<file path="src/rtl/sargantana_icache_refill_pkg.sv">
// Shared types and helpers for the Sargantana instruction-cache refill path.
package sargantana_icache_pkg;

   typedef enum logic [1:0] {
      IDLE  = 2'd0,
      REQ   = 2'd1,
      FILL  = 2'd2,
      WRITE = 2'd3
   } refill_state_t;

   // Number of L2 beats that make up one full cache line.
   function automatic int icache_refill_nbeats(input int set_widht, input int beat_width);
      return set_widht / beat_width;
   endfunction

endpackage

</file>
<file path="src/rtl/sargantana_icache_refill_if.sv">
// Bundle of miss, L2 and data-memory signals around the refill controller.
interface sargantana_icache_refill_if #(
   parameter int ICACHE_N_WAY = 4,
   parameter int SET_WIDHT    = 256,
   parameter int ADDR_WIDHT   = 6,
   parameter int BEAT_WIDTH   = 64
);
   logic                    miss_valid_i;
   logic                    miss_ready_o;
   logic [ADDR_WIDHT-1:0]   miss_idx_i;
   logic [ICACHE_N_WAY-1:0] way_valid_i;
   logic                    kill_i;
   logic                    l2_req_valid_o;
   logic                    l2_req_ready_i;
   logic [ADDR_WIDHT-1:0]   l2_req_idx_o;
   logic                    l2_rsp_valid_i;
   logic [BEAT_WIDTH-1:0]   l2_rsp_data_i;
   logic [ICACHE_N_WAY-1:0] mem_req_o;
   logic                    mem_we_o;
   logic [ADDR_WIDHT-1:0]   mem_addr_o;
   logic [SET_WIDHT-1:0]    mem_data_o;
   logic                    done_o;
   logic [ICACHE_N_WAY-1:0] done_way_o;

   // Refill controller side.
   modport master (
      input  miss_valid_i, miss_idx_i, way_valid_i, kill_i,
      input  l2_req_ready_i, l2_rsp_valid_i, l2_rsp_data_i,
      output miss_ready_o, l2_req_valid_o, l2_req_idx_o,
      output mem_req_o, mem_we_o, mem_addr_o, mem_data_o, done_o, done_way_o
   );

   // Surrounding cache / L2 / memory side.
   modport slave (
      output miss_valid_i, miss_idx_i, way_valid_i, kill_i,
      output l2_req_ready_i, l2_rsp_valid_i, l2_rsp_data_i,
      input  miss_ready_o, l2_req_valid_o, l2_req_idx_o,
      input  mem_req_o, mem_we_o, mem_addr_o, mem_data_o, done_o, done_way_o
   );
endinterface

</file>
<file path="src/rtl/sargantana_icache_refill_victim_sel.sv">
// Victim way selection: lowest invalid way first, otherwise a round-robin pointer.
module sargantana_icache_victim_sel #(
   parameter int ICACHE_N_WAY = 4
) (
   input  logic                    clk,
   input  logic                    rstn,
   input  logic [ICACHE_N_WAY-1:0] way_valid,
   input  logic                    advance,
   output logic [ICACHE_N_WAY-1:0] victim,
   output logic                    from_rr
);
   localparam int PTR_W = $clog2(ICACHE_N_WAY);

   logic [PTR_W-1:0] rr_ptr;

   // Scan from the top so the lowest invalid way is the one that sticks.
   always_comb begin
      victim  = '0;
      from_rr = 1'b1;
      for (int w = ICACHE_N_WAY - 1; w >= 0; w--) begin
         if (!way_valid[w]) begin
            victim    = '0;
            victim[w] = 1'b1;
            from_rr   = 1'b0;
         end
      end
      if (from_rr) begin
         victim[rr_ptr] = 1'b1;
      end
   end

   // Pointer moves only when a round-robin victim actually got written.
   always_ff @(posedge clk or negedge rstn) begin
      if (!rstn) begin
         rr_ptr <= '0;
      end else if (advance) begin
         rr_ptr <= rr_ptr + PTR_W'(1);
      end
   end

endmodule

</file>
<file path="src/rtl/sargantana_icache_refill.sv">
// Line-refill controller: one L2 request per miss, beat assembly, one-hot line write.
module sargantana_icache_refill
   import sargantana_icache_pkg::*;
#(
   parameter int ICACHE_N_WAY = 4,
   parameter int SET_WIDHT    = 256,
   parameter int ADDR_WIDHT   = 6,
   parameter int BEAT_WIDTH   = 64
) (
   input logic                        clk_i,
   input logic                        rstn_i,
   sargantana_icache_refill_if.master bus
);
   localparam int NBEATS = icache_refill_nbeats(SET_WIDHT, BEAT_WIDTH);
   localparam int CNT_W  = (NBEATS > 1) ? $clog2(NBEATS) : 1;

   refill_state_t           state_q, state_d;
   logic [ADDR_WIDHT-1:0]   idx_q;
   logic [SET_WIDHT-1:0]    line_q;
   logic [CNT_W-1:0]        cnt_q;
   logic                    kill_q;
   logic [ICACHE_N_WAY-1:0] victim_q;
   logic                    from_rr_q;
   logic [ICACHE_N_WAY-1:0] victim_sel;
   logic                    from_rr_sel;
   logic                    last_beat;
   logic                    advance;
   logic                    miss_ready;
   logic                    l2_req_valid;
   logic                    writing;

   assign last_beat = (cnt_q == CNT_W'(NBEATS - 1));
   assign advance   = (state_q == WRITE) && from_rr_q;

   sargantana_icache_victim_sel #(
      .ICACHE_N_WAY(ICACHE_N_WAY)
   ) victim_sel_inst (
      .clk      (clk_i),
      .rstn     (rstn_i),
      .way_valid(bus.way_valid_i),
      .advance  (advance),
      .victim   (victim_sel),
      .from_rr  (from_rr_sel)
   );

   // State register.
   always_ff @(posedge clk_i or negedge rstn_i) begin
      if (!rstn_i) begin
         state_q <= IDLE;
      end else begin
         state_q <= state_d;
      end
   end

   // Next-state logic and state-decoded outputs; a handshake beats a same-cycle kill in REQ.
   always_comb begin
      state_d      = state_q;
      miss_ready   = 1'b0;
      l2_req_valid = 1'b0;
      writing      = 1'b0;
      case (state_q)
         IDLE: begin
            miss_ready = 1'b1;
            if (bus.miss_valid_i) state_d = REQ;
         end
         REQ: begin
            l2_req_valid = 1'b1;
            if (bus.l2_req_ready_i) state_d = FILL;
            else if (bus.kill_i)    state_d = IDLE;
         end
         FILL: begin
            if (bus.l2_rsp_valid_i && last_beat) begin
               state_d = (kill_q || bus.kill_i) ? IDLE : WRITE;
            end
         end
         WRITE: begin
            writing = 1'b1;
            state_d = IDLE;
         end
         default: state_d = IDLE;
      endcase
   end

   // Capture the miss, assemble beats into the line buffer, and remember a late kill.
   always_ff @(posedge clk_i or negedge rstn_i) begin
      if (!rstn_i) begin
         idx_q     <= '0;
         line_q    <= '0;
         cnt_q     <= '0;
         kill_q    <= 1'b0;
         victim_q  <= '0;
         from_rr_q <= 1'b0;
      end else begin
         case (state_q)
            IDLE: begin
               if (bus.miss_valid_i) begin
                  idx_q     <= bus.miss_idx_i;
                  victim_q  <= victim_sel;
                  from_rr_q <= from_rr_sel;
                  cnt_q     <= '0;
                  kill_q    <= 1'b0;
               end
            end
            REQ: begin
               if (bus.l2_req_ready_i && bus.kill_i) kill_q <= 1'b1;
            end
            FILL: begin
               if (bus.kill_i) kill_q <= 1'b1;
               if (bus.l2_rsp_valid_i) begin
                  line_q[int'(cnt_q) * BEAT_WIDTH +: BEAT_WIDTH] <= bus.l2_rsp_data_i;
                  cnt_q <= cnt_q + CNT_W'(1);
               end
            end
            default: begin
            end
         endcase
      end
   end

   assign bus.miss_ready_o   = miss_ready;
   assign bus.l2_req_valid_o = l2_req_valid;
   assign bus.l2_req_idx_o   = idx_q;
   assign bus.mem_req_o      = writing ? victim_q : '0;
   assign bus.mem_we_o       = writing;
   assign bus.mem_addr_o     = idx_q;
   assign bus.mem_data_o     = line_q;
   assign bus.done_o         = writing;
   assign bus.done_way_o     = writing ? victim_q : '0;

endmodule

</file>
<file path="src/flat_wrapper.sv">
// flat-port wrapper written by rule: the top's interface ports become plain ports
module sargantana_icache_refill_flat import sargantana_icache_pkg::*;
#(
   parameter int ICACHE_N_WAY = 4,
   parameter int SET_WIDHT    = 256,
   parameter int ADDR_WIDHT   = 6,
   parameter int BEAT_WIDTH   = 64
)
  (clk_i, rstn_i, bus_miss_valid_i, bus_miss_idx_i, bus_way_valid_i, bus_kill_i, bus_l2_req_ready_i, bus_l2_rsp_valid_i, bus_l2_rsp_data_i, bus_miss_ready_o, bus_l2_req_valid_o, bus_l2_req_idx_o, bus_mem_req_o, bus_mem_we_o, bus_mem_addr_o, bus_mem_data_o, bus_done_o, bus_done_way_o);
  sargantana_icache_refill_if #(.ICACHE_N_WAY(ICACHE_N_WAY), .SET_WIDHT(SET_WIDHT), .ADDR_WIDHT(ADDR_WIDHT), .BEAT_WIDTH(BEAT_WIDTH)) bus_i ();
  input logic clk_i;
  input logic rstn_i;
  input wire logic [$bits(bus_i.miss_valid_i)-1:0] bus_miss_valid_i;
  input wire logic [$bits(bus_i.miss_idx_i)-1:0] bus_miss_idx_i;
  input wire logic [$bits(bus_i.way_valid_i)-1:0] bus_way_valid_i;
  input wire logic [$bits(bus_i.kill_i)-1:0] bus_kill_i;
  input wire logic [$bits(bus_i.l2_req_ready_i)-1:0] bus_l2_req_ready_i;
  input wire logic [$bits(bus_i.l2_rsp_valid_i)-1:0] bus_l2_rsp_valid_i;
  input wire logic [$bits(bus_i.l2_rsp_data_i)-1:0] bus_l2_rsp_data_i;
  output wire logic [$bits(bus_i.miss_ready_o)-1:0] bus_miss_ready_o;
  output wire logic [$bits(bus_i.l2_req_valid_o)-1:0] bus_l2_req_valid_o;
  output wire logic [$bits(bus_i.l2_req_idx_o)-1:0] bus_l2_req_idx_o;
  output wire logic [$bits(bus_i.mem_req_o)-1:0] bus_mem_req_o;
  output wire logic [$bits(bus_i.mem_we_o)-1:0] bus_mem_we_o;
  output wire logic [$bits(bus_i.mem_addr_o)-1:0] bus_mem_addr_o;
  output wire logic [$bits(bus_i.mem_data_o)-1:0] bus_mem_data_o;
  output wire logic [$bits(bus_i.done_o)-1:0] bus_done_o;
  output wire logic [$bits(bus_i.done_way_o)-1:0] bus_done_way_o;
  assign bus_i.miss_valid_i = bus_miss_valid_i;
  assign bus_i.miss_idx_i = bus_miss_idx_i;
  assign bus_i.way_valid_i = bus_way_valid_i;
  assign bus_i.kill_i = bus_kill_i;
  assign bus_i.l2_req_ready_i = bus_l2_req_ready_i;
  assign bus_i.l2_rsp_valid_i = bus_l2_rsp_valid_i;
  assign bus_i.l2_rsp_data_i = bus_l2_rsp_data_i;
  assign bus_miss_ready_o = bus_i.miss_ready_o;
  assign bus_l2_req_valid_o = bus_i.l2_req_valid_o;
  assign bus_l2_req_idx_o = bus_i.l2_req_idx_o;
  assign bus_mem_req_o = bus_i.mem_req_o;
  assign bus_mem_we_o = bus_i.mem_we_o;
  assign bus_mem_addr_o = bus_i.mem_addr_o;
  assign bus_mem_data_o = bus_i.mem_data_o;
  assign bus_done_o = bus_i.done_o;
  assign bus_done_way_o = bus_i.done_way_o;
  sargantana_icache_refill #(.ICACHE_N_WAY(ICACHE_N_WAY), .SET_WIDHT(SET_WIDHT), .ADDR_WIDHT(ADDR_WIDHT), .BEAT_WIDTH(BEAT_WIDTH)) u_core (.clk_i(clk_i), .rstn_i(rstn_i), .bus(bus_i));
endmodule
</file>
<file path="config.mk">
export PLATFORM = sky130hd
export DESIGN_NAME = sargantana_icache_refill_flat
export DESIGN_NICKNAME = d
export VERILOG_FILES = /design/src/rtl/sargantana_icache_refill_pkg.sv /design/src/rtl/sargantana_icache_refill_if.sv /design/src/rtl/sargantana_icache_refill_victim_sel.sv /design/src/rtl/sargantana_icache_refill.sv /design/src/flat_wrapper.sv
export SDC_FILE = /design/constraint.sdc
export NUM_CORES = 1
export LEC_CHECK = 0
export CAP_MARGIN = 20
export CORE_AREA = 2 2 205 207
export DETAILED_ROUTE_END_ITERATION = 10
export DIE_AREA = 0 0 207 209
export DONT_BUFFER_PORTS = 1
export HOLD_SLACK_MARGIN = 0.1
export PLACE_DENSITY = 0.46
export SETUP_SLACK_MARGIN = 0.15
export SYNTH_ARGS = -nofsm -noshare
export SYNTH_HDL_FRONTEND = slang
export SYNTH_SLANG_ARGS = --single-unit
</file>
<file path="constraint.sdc">
create_clock -name clk_i -period 2.2 [get_ports clk_i]
set_clock_uncertainty 0.1 [all_clocks]
set_input_delay 0.44 -clock clk_i [delete_from_list [all_inputs] [get_ports clk_i]]
set_output_delay 0.44 -clock clk_i [all_outputs]
set_load 0.02 [all_outputs]
</file>
; ---- Yosys cells after proc, flatten, opt, wreduce, memory -nomap -nowiden
; Index checks and enable logic that the tools add are counted.
[classes]
muxes = 29
addsub = 3
n_shift = 2
reduce_logical = 13
order_cmp = 2
bitwise = 1
eq_ne = 10
[op_table]
columns = cell, count
row1 = 256-bit bitwise mux, 1
row2 = 64-bit by 33-bit variable shift with 256-bit output (first input constant), 1
row3 = 64-bit by 33-bit variable part select with 256-bit output, 1
row4 = 8-bit negation with 33-bit output, 1
row5 = 4-bit 2-to-1 mux, 6
row6 = 2-bit 2-to-1 mux, 7
row7 = 1-bit 2-to-1 mux, 11
row8 = 2-bit case mux with 4 select lines, 1
row9 = 2-bit equality test (second input constant), 3
row10 = 2-bit inequality test (second input constant), 3
row11 = 3-bit AND reduction, 2
row12 = 2-bit by 1-bit adder with 2-bit output (second input constant), 2
row13 = 1-bit logical AND, 4
row14 = 2-bit by 1-bit inequality test with 1-bit output (second input constant), 2
row15 = 4-bit OR, 1
row16 = 2-bit case mux with 2 select lines, 1
row17 = 2-bit AND reduction, 2
row18 = 4-bit AND reduction, 1
row19 = 2-bit by 3-bit < comparator with 1-bit output (second input constant), 1
row20 = 3-bit inequality test (second input constant), 1
row21 = 1-bit case mux with 3 select lines, 1
row22 = 3-bit nonzero test, 1
row23 = 1-bit demux with 2-bit select, 1
row24 = 2-bit by 1-bit equality test with 1-bit output (second input constant), 1
row25 = 4 further kinds, 4
[totals]
input_bits = 80
ff_bits = 274
out_inout_bits = 280

; ---- Longest topological paths before layout
; Gate-level depths: netlist of run 1.
[logic_depth]
word_depth = 6
ltp_mapped = 7
depth_no_buf = 5

; ---- Cells and area by module
; Synthesis of run 1 repeated with hierarchy kept, for this count alone.
[hier_totals]
hier_cells = 813
hier_area_um2 = 10498.8
[by_module_without_submodules]
columns = mod, cells_each, n_inst, seq_area_each_um2, area_per_inst_um2
row1 = sargantana_icache_refill, 791, 1, 6806.5, 10306.1
row2 = sargantana_icache_victim_sel, 22, 1, 50.0, 192.7

; ---- Worst setup path before layout of run 1
; Ideal clock, no wire load.
[synth_timing]
path_type = register -> register
from = register u_core.state_q[0]
to = register u_core.kill_q
stages_incl_launch_ff = 7
t_required_ps = 1975
path_buffers = 1
setup_time_ps = 125
path_slack_ps = 130
arrival_ps = 1845
synth_period_minus_slack_ps = 2070
cell_sequence = dfrtp_1 -> inv_1 -> ha_1 -> clkbuf_1 -> nor2b_1 -> a2111oi_0 -> mux2_2
[synth_via]
elab_chain_len = 3
[synth_lines]
columns = element, line_no
row1 = "start, declared", sargantana_icache_refill.sv:17  ; refill_state_t state_q, state_d;
row2 = "start signal, assigned", sargantana_icache_refill.sv:51  ; state_q <= state_d;
row3 = 2-bit by 1-bit equality test with 1-bit output (tied with other cells), sargantana_icache_refill.sv:94  ; case (state_q)
row4 = 2-bit by 1-bit inequality test with 1-bit output (no line) (tied with other cells), --
row5 = 4-bit AND reduction (no line), --
row6 = "end signal, assigned", sargantana_icache_refill.sv:90  ; kill_q <= 1'b0;
row7 = "end signal, assigned", sargantana_icache_refill.sv:101  ; kill_q <= 1'b0;
row8 = "end signal, assigned", sargantana_icache_refill.sv:105  ; if (bus.l2_req_ready_i && bus.kill_i) kill_q <= 1'b1;
row9 = "end, declared", sargantana_icache_refill.sv:21  ; logic kill_q;
; Parallel ways exist; a longest one is shown, timed or not.
; A chain may end at the register's enable or synchronous reset.

; ---- Worst setup path in the final report of run 1
[layout_timing]
from = register u_core.state_q[0]
to = output port bus_mem_req_o[3]
[layout_via]
elab_chain_len = 3
[layout_lines]
columns = element, line_no
row1 = 2-bit equality test, sargantana_icache_refill.sv:61  ; case (state_q)
row2 = 1-bit 2-to-1 mux, sargantana_icache_refill.sv:61
row3 = 4-bit 2-to-1 mux, --
row4 = "end, declared", flat_wrapper.sv:23  ; output wire logic [$bits(bus_i.mem_req_o)-1:0] bus_mem_req_o;
; No other way between the ends.

==> results by group, run 1 <==
Clock network
  • Cts bufs inserted: 31
  • CTS Sinks: 274
  • Cts hold-fix bufs: 81
  • CTS tree: yes
  • Root Driver: clkbuf_16
  • Clock-pin slew on the worst setup and hold paths: about 0.05 ns
  • Clock Tree Buf Depth: 3
  • Worst skew pair latency: 0.56 ns
  • H-tree levels: 1

GRT
  • Largest net degree at the start of global routing: 275
  • Vias in the first global route: roughly 7000
  • Global-route wire length before repair: 49000 um
  • Antenna violations before repair: 2
  • Total track usage: roughly 15%
  • Total congestion overflow: 0

Floorplanning
  • Die H: roughly 210 um
  • Die area: 43300 sq um
  • Cell row count: 75
  • Initial core utilization: between 20% and 30%
  • DIE WIDTH: 207 um
  • Core Area: 41300 sq um
  • I/O Pins: 360

Synth
  • Post-Syn Instances: 689
  • Post-synth top area cell: dfrtp_1
  • Post-synthesis mux area share: 1.10%
  • Yosys reg bits: 274
  • Syn_nets: 784
  • Ys Warns: 0
  • Post-synthesis compound-gate area fraction: 23.3%
  • Sequential element share of the synthesized area: about two thirds
  • Share of the synthesized area in the top cell type: 67.8%
  • Syn Area/Cell: 14.7 sq um
  • Xor/xnor share of the synthesized area: 0.0866%
  • Synth Cell Area: 10100 sq um
  • Top FF cell, synth: dfrtp_1
  • Yosys cell types: 33
  • Ranking of synthesized cells by area: dfrtp_1, a22o_1, ha_1, buf_2, clkbuf_1
  • Largest family of logic cells by synthesized area: compound AO/OA/AOI/OAI gates
  • Post-Synth Simple-Gate Area: 2.31%
  • Post-synth EDFFs: 0
  • Post-synth ARST share: 100%
  • Adder-cell share of the synthesized area: 1.86%

Outcome
  • Failing checks: hold timing
  • Outcome: finished with violations

Run
  • MaxCap Viol Count: 0

Layout
  • Area growth, synth to finish: 29.3%
  • Fin area: 13100 sq um
  • Ant diodes: 0
  • Layout cell share with drive strength beyond 1: between 15 and 20%
  • Finished Layout Cells: 1351
  • Layout Nets: 887

Timing
  • Worst Tran Pin Value: around 1.4 ns
  • Period minus WS final: 2.08 ns
  • Final period util: 94.5%
  • Final max-slew violation count: 0
  • Setup_tns: 0 ns
  • Slew HR: 9.52%
  • Unrepaired setup endpoints after global routing: yes
  • Hold slack final: -0.528 ns
  • Final setup fails: 0
  • Final Hold Viols: approximately 270
  • Fmax achieved: between 400 and 500 MHz

Power
  • Max IR drop VDD: ~0.53 mV
  • Pleak: 6.11 nW
  • Power per cell area: 1090 nW/um^2

Worst setup path
  • WP data required: 1.66 ns
  • CP peak stage delay: 0.43 ns
  • Slowest CP cell: dfrtp_1
  • CP Max Fanout: 7
  • Kind of critical path: reg2out
  • Reg-to-Reg Start: u_core.state_q[0]
  • Origin of the worst setup path: u_core.state_q[0]
  • Critical Path AT: 1.54 ns
  • Crit start category: flop
  • Worst-path cell chain: buf_6 > ha_4 > and2_4
  • CP endpoint kind: output pin

Routing
  • Routed WL per cell: 25.2 um
  • DR pass1 iterations: 4
  • Vias/cell: 4.94
  • Initial DRC Count: roughly 510
  • Via Count: 6678
  • ANT nets after route: 0
  • # DRC: 0
  • WL final: 34100 um

Place
  • DP Cell Count: ~1200
  • Cell Area, Placed: 10900 sq um
  • PortBufs: 0
  • Final HPWL DP: 20300 um
  • Placer congestion estimate: 0.735

Hold path
  • Hold Crit Class: in2async
-- metal layers --
layer  vias up  part of all wire, %  wire length [um]  GRT usage [%]
met5         -                0.070                24              0
met4         4                  1.8               608           3.74
met3        41                  8.5              2910           4.97
met2       325                   48             16300           23.9
met1      3455                   42             14300           18.9
li1       2853                    -                 -              -
-- worst max-delay path, delay by kind of cell, from the launching register on --
family,cells,cell delay (ns)
AND/OR/NAND/NOR,1,0.23
buffers and inverters,1,0.13
adder cells (fa/ha/maj),1,0.18
flip-flops,1,0.43
-- where the power goes --
group          internal [W]  leakage [nW]  total, W  switching [W]
logic               0.00120          1.89   0.00225        0.00106
registers           0.00564          3.74   0.00687        0.00123
clock network       0.00306         0.489   0.00514        0.00208
total               0.00989          6.11    0.0143        0.00437
-- cells by family (layout without fill, tap and decap cells) --
family / Yosys count / count (layout)
and+or+nand+nor: 39 / 39
AOI/OAI and AO/OA: 274 / 274
muxes: 10 / 10
adders and majority gates: 15 / 15
buffers and inverters: 76 / 199
xor gates and xnor gates: 1 / 1
DFF: 274 / 274
-- sequential cells by signal (all words and copies together) (netlist names) --
| name | count |
|---|---|
| u_core.victim_sel_inst.rr_ptr | 2 |
| u_core.state_q | 2 |
| u_core.cnt_q | 2 |
| u_core.kill_q | 1 |
| u_core.from_rr_q | 1 |
| u_core.bus.mem_data_o | 256 |
| u_core.victim_q | 4 |
| u_core.bus.l2_req_idx_o | 6 |
-- placed cells by master (no fill, tap or decap), types with 3 or more instances in the layout --
cell             n
dfrtp_1        273
a22o_1         257
dlygate4sd3_1   81
clkbuf_16       34
buf_4           34
buf_6           11
nand2_1         10
ha_1            10
mux2_2           9
clkbuf_1         6
a21oi_1          5
buf_12           5
inv_2            4
inv_1            4
and2_4           4
nand3_4          4
nor4_4           4
nor2b_1          4
clkbuf_8         4
clkinv_2         4
a21o_1           3
o21ai_0          3
ha_4             3
bufinv_16        3
buf_8            3
-- Yosys cell counts, types with 5 or more instances --
library cell    n
mux2_2          9
nand3_1         6
nand2_1        10
clkbuf_1       31
buf_4          11
inv_1           8
ha_1           15
dfrtp_1       274
a22o_1        257
buf_2          25
a21oi_1         5
-- final timing paths --
check | endpoint | slack (ns) | depth (start not counted)
setup / recovery | bus_mem_req_o[3] | 0.12 | 3
hold / removal | u_core.bus.l2_req_idx_o[4] | -0.53 | 0
setup reg to reg | u_core.bus.mem_data_o[175] | 0.20 | 9
hold reg to reg | u_core.victim_q[0] | 0.39 | 1
max in group asynchronous | u_core.state_q[1] | 1.33 | 0
min in group clk_i | u_core.cnt_q[0] | 0.13 | 3
-- metrics by stage --
| step | util (%) | setup WS [ns] | total power, W |
|---|---|---|---|
| 2_1_floorplan | - | 0.163 | 0.00806 |
| 3_3_place_gp | 26.4 | -0.102 | 0.00866 |
| 3_5_place_dp | 26.4 | -0.0946 | 0.00869 |
| 4_1_cts | 31.2 | 0.106 | 0.0142 |
| 5_1_grt | 31.7 | 0.0830 | 0.0149 |
| 6_report | 31.7 | 0.122 | 0.0143 |
-- cell type report --
| class | count | area [sq um] |
|---|---|---|
| well taps | 539 | 674 |
| clock buffers | 41 | 853 |
| inverters | 8 | 30.0 |
| clock inverters | 12 | 151 |
| multi-input cells | 339 | 3100 |
| flip-flops and latches | 274 | 6860 |
| fillers | 4056 | 28200 |
| repair buffers | 138 | 1420 |
-- timing repair --
item,4_1_cts,5_1_grt
gates cloned,2,4
hold endpoints to repair,545,274
setup buffers,6,6
gates resized for setup,26,18
setup endpoints to repair,137,210
pin swaps,5,6
Power figures use the tool's default switching activity.
==> inputs of run 2 (changes only) <==
--- a/config.mk
+++ b/config.mk
@@ -11,7 +11,7 @@
 export DIE_AREA = 0 0 207 209
 export DONT_BUFFER_PORTS = 1
 export HOLD_SLACK_MARGIN = 0.1
-export PLACE_DENSITY = 0.46
+export PLACE_DENSITY = 0.45
 export SETUP_SLACK_MARGIN = 0.15
 export SYNTH_ARGS = -nofsm -noshare
 export SYNTH_HDL_FRONTEND = slang
==> constraint.sdc (replaced) <==
create_clock -name clk_i -period 2.25 [get_ports clk_i]
set_clock_uncertainty 0.1 [all_clocks]
set_input_delay 0.45 -clock clk_i [delete_from_list [all_inputs] [get_ports clk_i]]
set_output_delay 0.45 -clock clk_i [all_outputs]
set_load 0.02 [all_outputs]
==> run 2 against run 1 <==
Effect of this change: the run still ends with hold timing left; count of clock-buffer cells in the layout rose by 8; cell area shrank 1.3%; worst hold slack better by 0.025 ns; power is 4.1% lower; final cell count down 1.2%; core utilization fell by 0.41 points; wire length is 2.3% lower; register-to-register slack gained 0.04 ns; critical path depth down 1; clock power down 3%; sequential share of layout area grew 0.69 points; highest routed layer is now met4.
==> results by group, run 2 (synthesized netlist as in run 1, its figures left out) <==
Outcome
  • Outcome: finished with violations
  • Failing checks: hold timing

Timing
  • Final period util: 90.1%
  • Final setup fails: 0 (unchanged)
  • Slew HR: 64.5% (+55 points)
  • Unrepaired setup endpoints after global routing: yes
  • Fmax achieved: 493 MHz
  • Period minus WS final: 2.03 ns
  • Worst Tran Pin Value: 0.533 ns (-0.824 ns)
  • Hold slack final: -0.502 ns (+0.0253 ns)
  • Setup_tns: 0 ns (unchanged)
  • Final max-slew violation count: 0 (unchanged)
  • Final Hold Viols: 274 (unchanged)

Place
  • PortBufs: 0 (unchanged)
  • Placer congestion estimate: 0.702 (-4.4%)
  • Final HPWL DP: 19700 um (-2.9%)

Power
  • Comb power frac: 14.3% (-1.5 points)
  • Max IR drop VDD: 0.500 mV (-5.3%)
  • Psw: 0.00419 W (-4.1%)
  • Sw frac: 30.6% (about the same)
  • Power per cell area: 1060 nW/um^2 (-2.8%)
  • Clock network power share: 36.5% (+0.4 points)
  • Pleak: 6.00 nW (-1.8%)
  • Total power draw: 0.0137 W (-4.1%)
  • Pint: 0.00949 W (-4.1%)
  • Sequential power share: 49.2% (+1.1 points)

Layout
  • Final core occ: 31.3% (-0.41 points)
  • # fillers: 4091 (+0.86%)
  • Layout Nets: 867 (-2.3%)
  • Commonest non-fill, non-tap cell in the layout: dfrtp_1
  • Most frequent cells in the layout: dfrtp_1, a22o_1, dlygate4sd3_1
  • Register area: 6860 sq um (about the same)
  • Max reg flops: 256 (unchanged)
  • Area occupied by multi-input gates: 3080 sq um (-0.61%)
  • Area growth, synth to finish: 27.7%
  • Layout cell share with drive strength beyond 1: 15.2% (-1.9 points)

GRT
  • Largest net degree at the start of global routing: 275 (unchanged)
  • Total track usage: 14.7% (-0.051 points)
  • Vias in the first global route: 7033 (+1.1%)
  • Global-route wire length before repair: 49100 um (+0.24%)
  • Antenna violations before repair: 1 (-1)
  • Total congestion overflow: 0 (unchanged)

Clock network
  • CTS Sinks: 274 (unchanged)
  • Cts hold-fix bufs: 81 (unchanged)
  • Root Driver: clkbuf_16
  • CTS tree: yes
  • Clock Tree Buf Depth: 3 (unchanged)
  • Clock-pin slew on the worst setup and hold paths: 0.06 ns (about the same)
  • Cts bufs inserted: 31 (unchanged)
  • H-tree levels: 1 (unchanged)
  • Worst skew pair latency: 0.56 ns (about the same)

Routing
  • ANT nets after route: 0 (unchanged)
  • M1 WL: 14100 um (-0.97%)
  • Via Count: 6732 (+0.81%)
  • Top Layer Used: met4
  • Initial DRC Count: 541 (+5.3%)
  • Routed WL per cell: 24.9 um (-1.2%)
  • Met2 Wirelength: 15800 um (-2.6%)
  • Vias/cell: 5.04 (+2.0%)
  • # DRC: 0 (unchanged)
  • DR pass1 iterations: 5 (+1)
  • WL final: 33300 um (-2.3%)
  • Met3 WL post-DR: 2620 um (-9.8%)

Floorplanning
  • Initial core utilization: 24.5% (unchanged)
  • I/O Pins: 360 (unchanged)
  • DIE WIDTH: 207 um (unchanged)
  • Die H: 209 um (unchanged)
  • Core Area: 41300 sq um (unchanged)
  • Die area: 43300 sq um (unchanged)
  • Cell row count: 75 (unchanged)

Run
  • MaxCap Viol Count: 0 (unchanged)

Hold path
  • Hold Crit Class: in2async

Worst setup path
  • CP Max Fanout: 8 (+1)
  • CP endpoint kind: output pin
  • Kind of critical path: reg2out
  • Critical Path AT: 1.48 ns (-0.06 ns)
  • WP data required: 1.70 ns (+0.04 ns)
  • Crit start category: flop
## run 2: cell types whose count changed in the layout (fill, tap and decap cells not counted), moves of 2 or more
| cell | previous run | this run |
|---|---|---|
| buf_8 | 3 | 0 |
| clkinv_2 | 4 | 2 |
| clkbuf_1 | 6 | 8 |
| buf_4 | 34 | 17 |
| clkbuf_8 | 4 | 10 |
| bufinv_16 | 3 | 1 |
## run 2: area by class of cell
class / count / area share (%)
clock inverters: 7 / 0.562
clock buffers: 49 / 7.30
repair buffers: 118 / 9.64
multi-input cells: 339 / 23.9
flip-flops and latches: 274 / 53.1
well taps: 539 / 5.22
diodes: 1 / 0.0194
inverters: 8 / 0.281
## run 2: final timing paths
check | slack (ns) | from | cells after the start | to
max in group asynchronous | 2.10 | rstn_i | 0 | u_core.bus.mem_data_o[41]
min | -0.50 | rstn_i | 0 | u_core.bus.l2_req_idx_o[1]
min reg2reg | 0.38 | u_core.victim_q[3] | 2 | u_core.victim_q[3]
max | 0.22 | u_core.state_q[1] | 2 | bus_done_way_o[2]
min in group clk_i | 0.13 | bus_kill_i | 3 | u_core.state_q[0]
max reg2reg | 0.24 | u_core.cnt_q[0] | 8 | u_core.bus.mem_data_o[132]
## run 2: power by group through the flow
stage	registers (W)	logic (W)	clock network, W
2_1_floorplan	0.00654	0.00133	0
3_3_place_gp	0.00680	0.00159	0
3_5_place_dp	0.00678	0.00163	0
4_1_cts	0.00672	0.00186	0.00514
5_1_grt	0.00679	0.00213	0.00536
6_report	0.00672	0.00196	0.00500
## run 2: layer usage
layer	GRT usage [%]	vias to the layer above
met5	0	-
met3	3.98	47
met1	19.5	3562
met2	23.4	312
li1	-	2811
met4	4.36	0
## run 2: worst max-delay path, stage by stage, from the launching register on
cell and delay (ns):
dfrtp_2 0.43, ha_4 0.24, and2_4 0.25
## run 2: repair_timing
| item | 4_1_cts | 5_1_grt |
|---|---|---|
| gates cloned | 2 | 2 |
| hold endpoints to repair | 544 | 274 |
| pin swaps | 1 | 3 |
| resized for setup | 19 | 25 |
| setup endpoints to repair | 243 | 239 |
| setup buffers | 2 | 2 |
## run 2: through the flow
step	hold WS [ns]	setup slack, ns	instance area [sq um]	std cells
after CTS	-0.546	0.111	12800	1330
after global placement	0.0609	0.0384	10800	1189
after detailed placement	0.0606	0.0287	10800	1189
after global routing	-0.544	0.150	12900	1334
final	-0.502	0.223	12900	1335
after floorplan	0.0544	0.180	10100	689
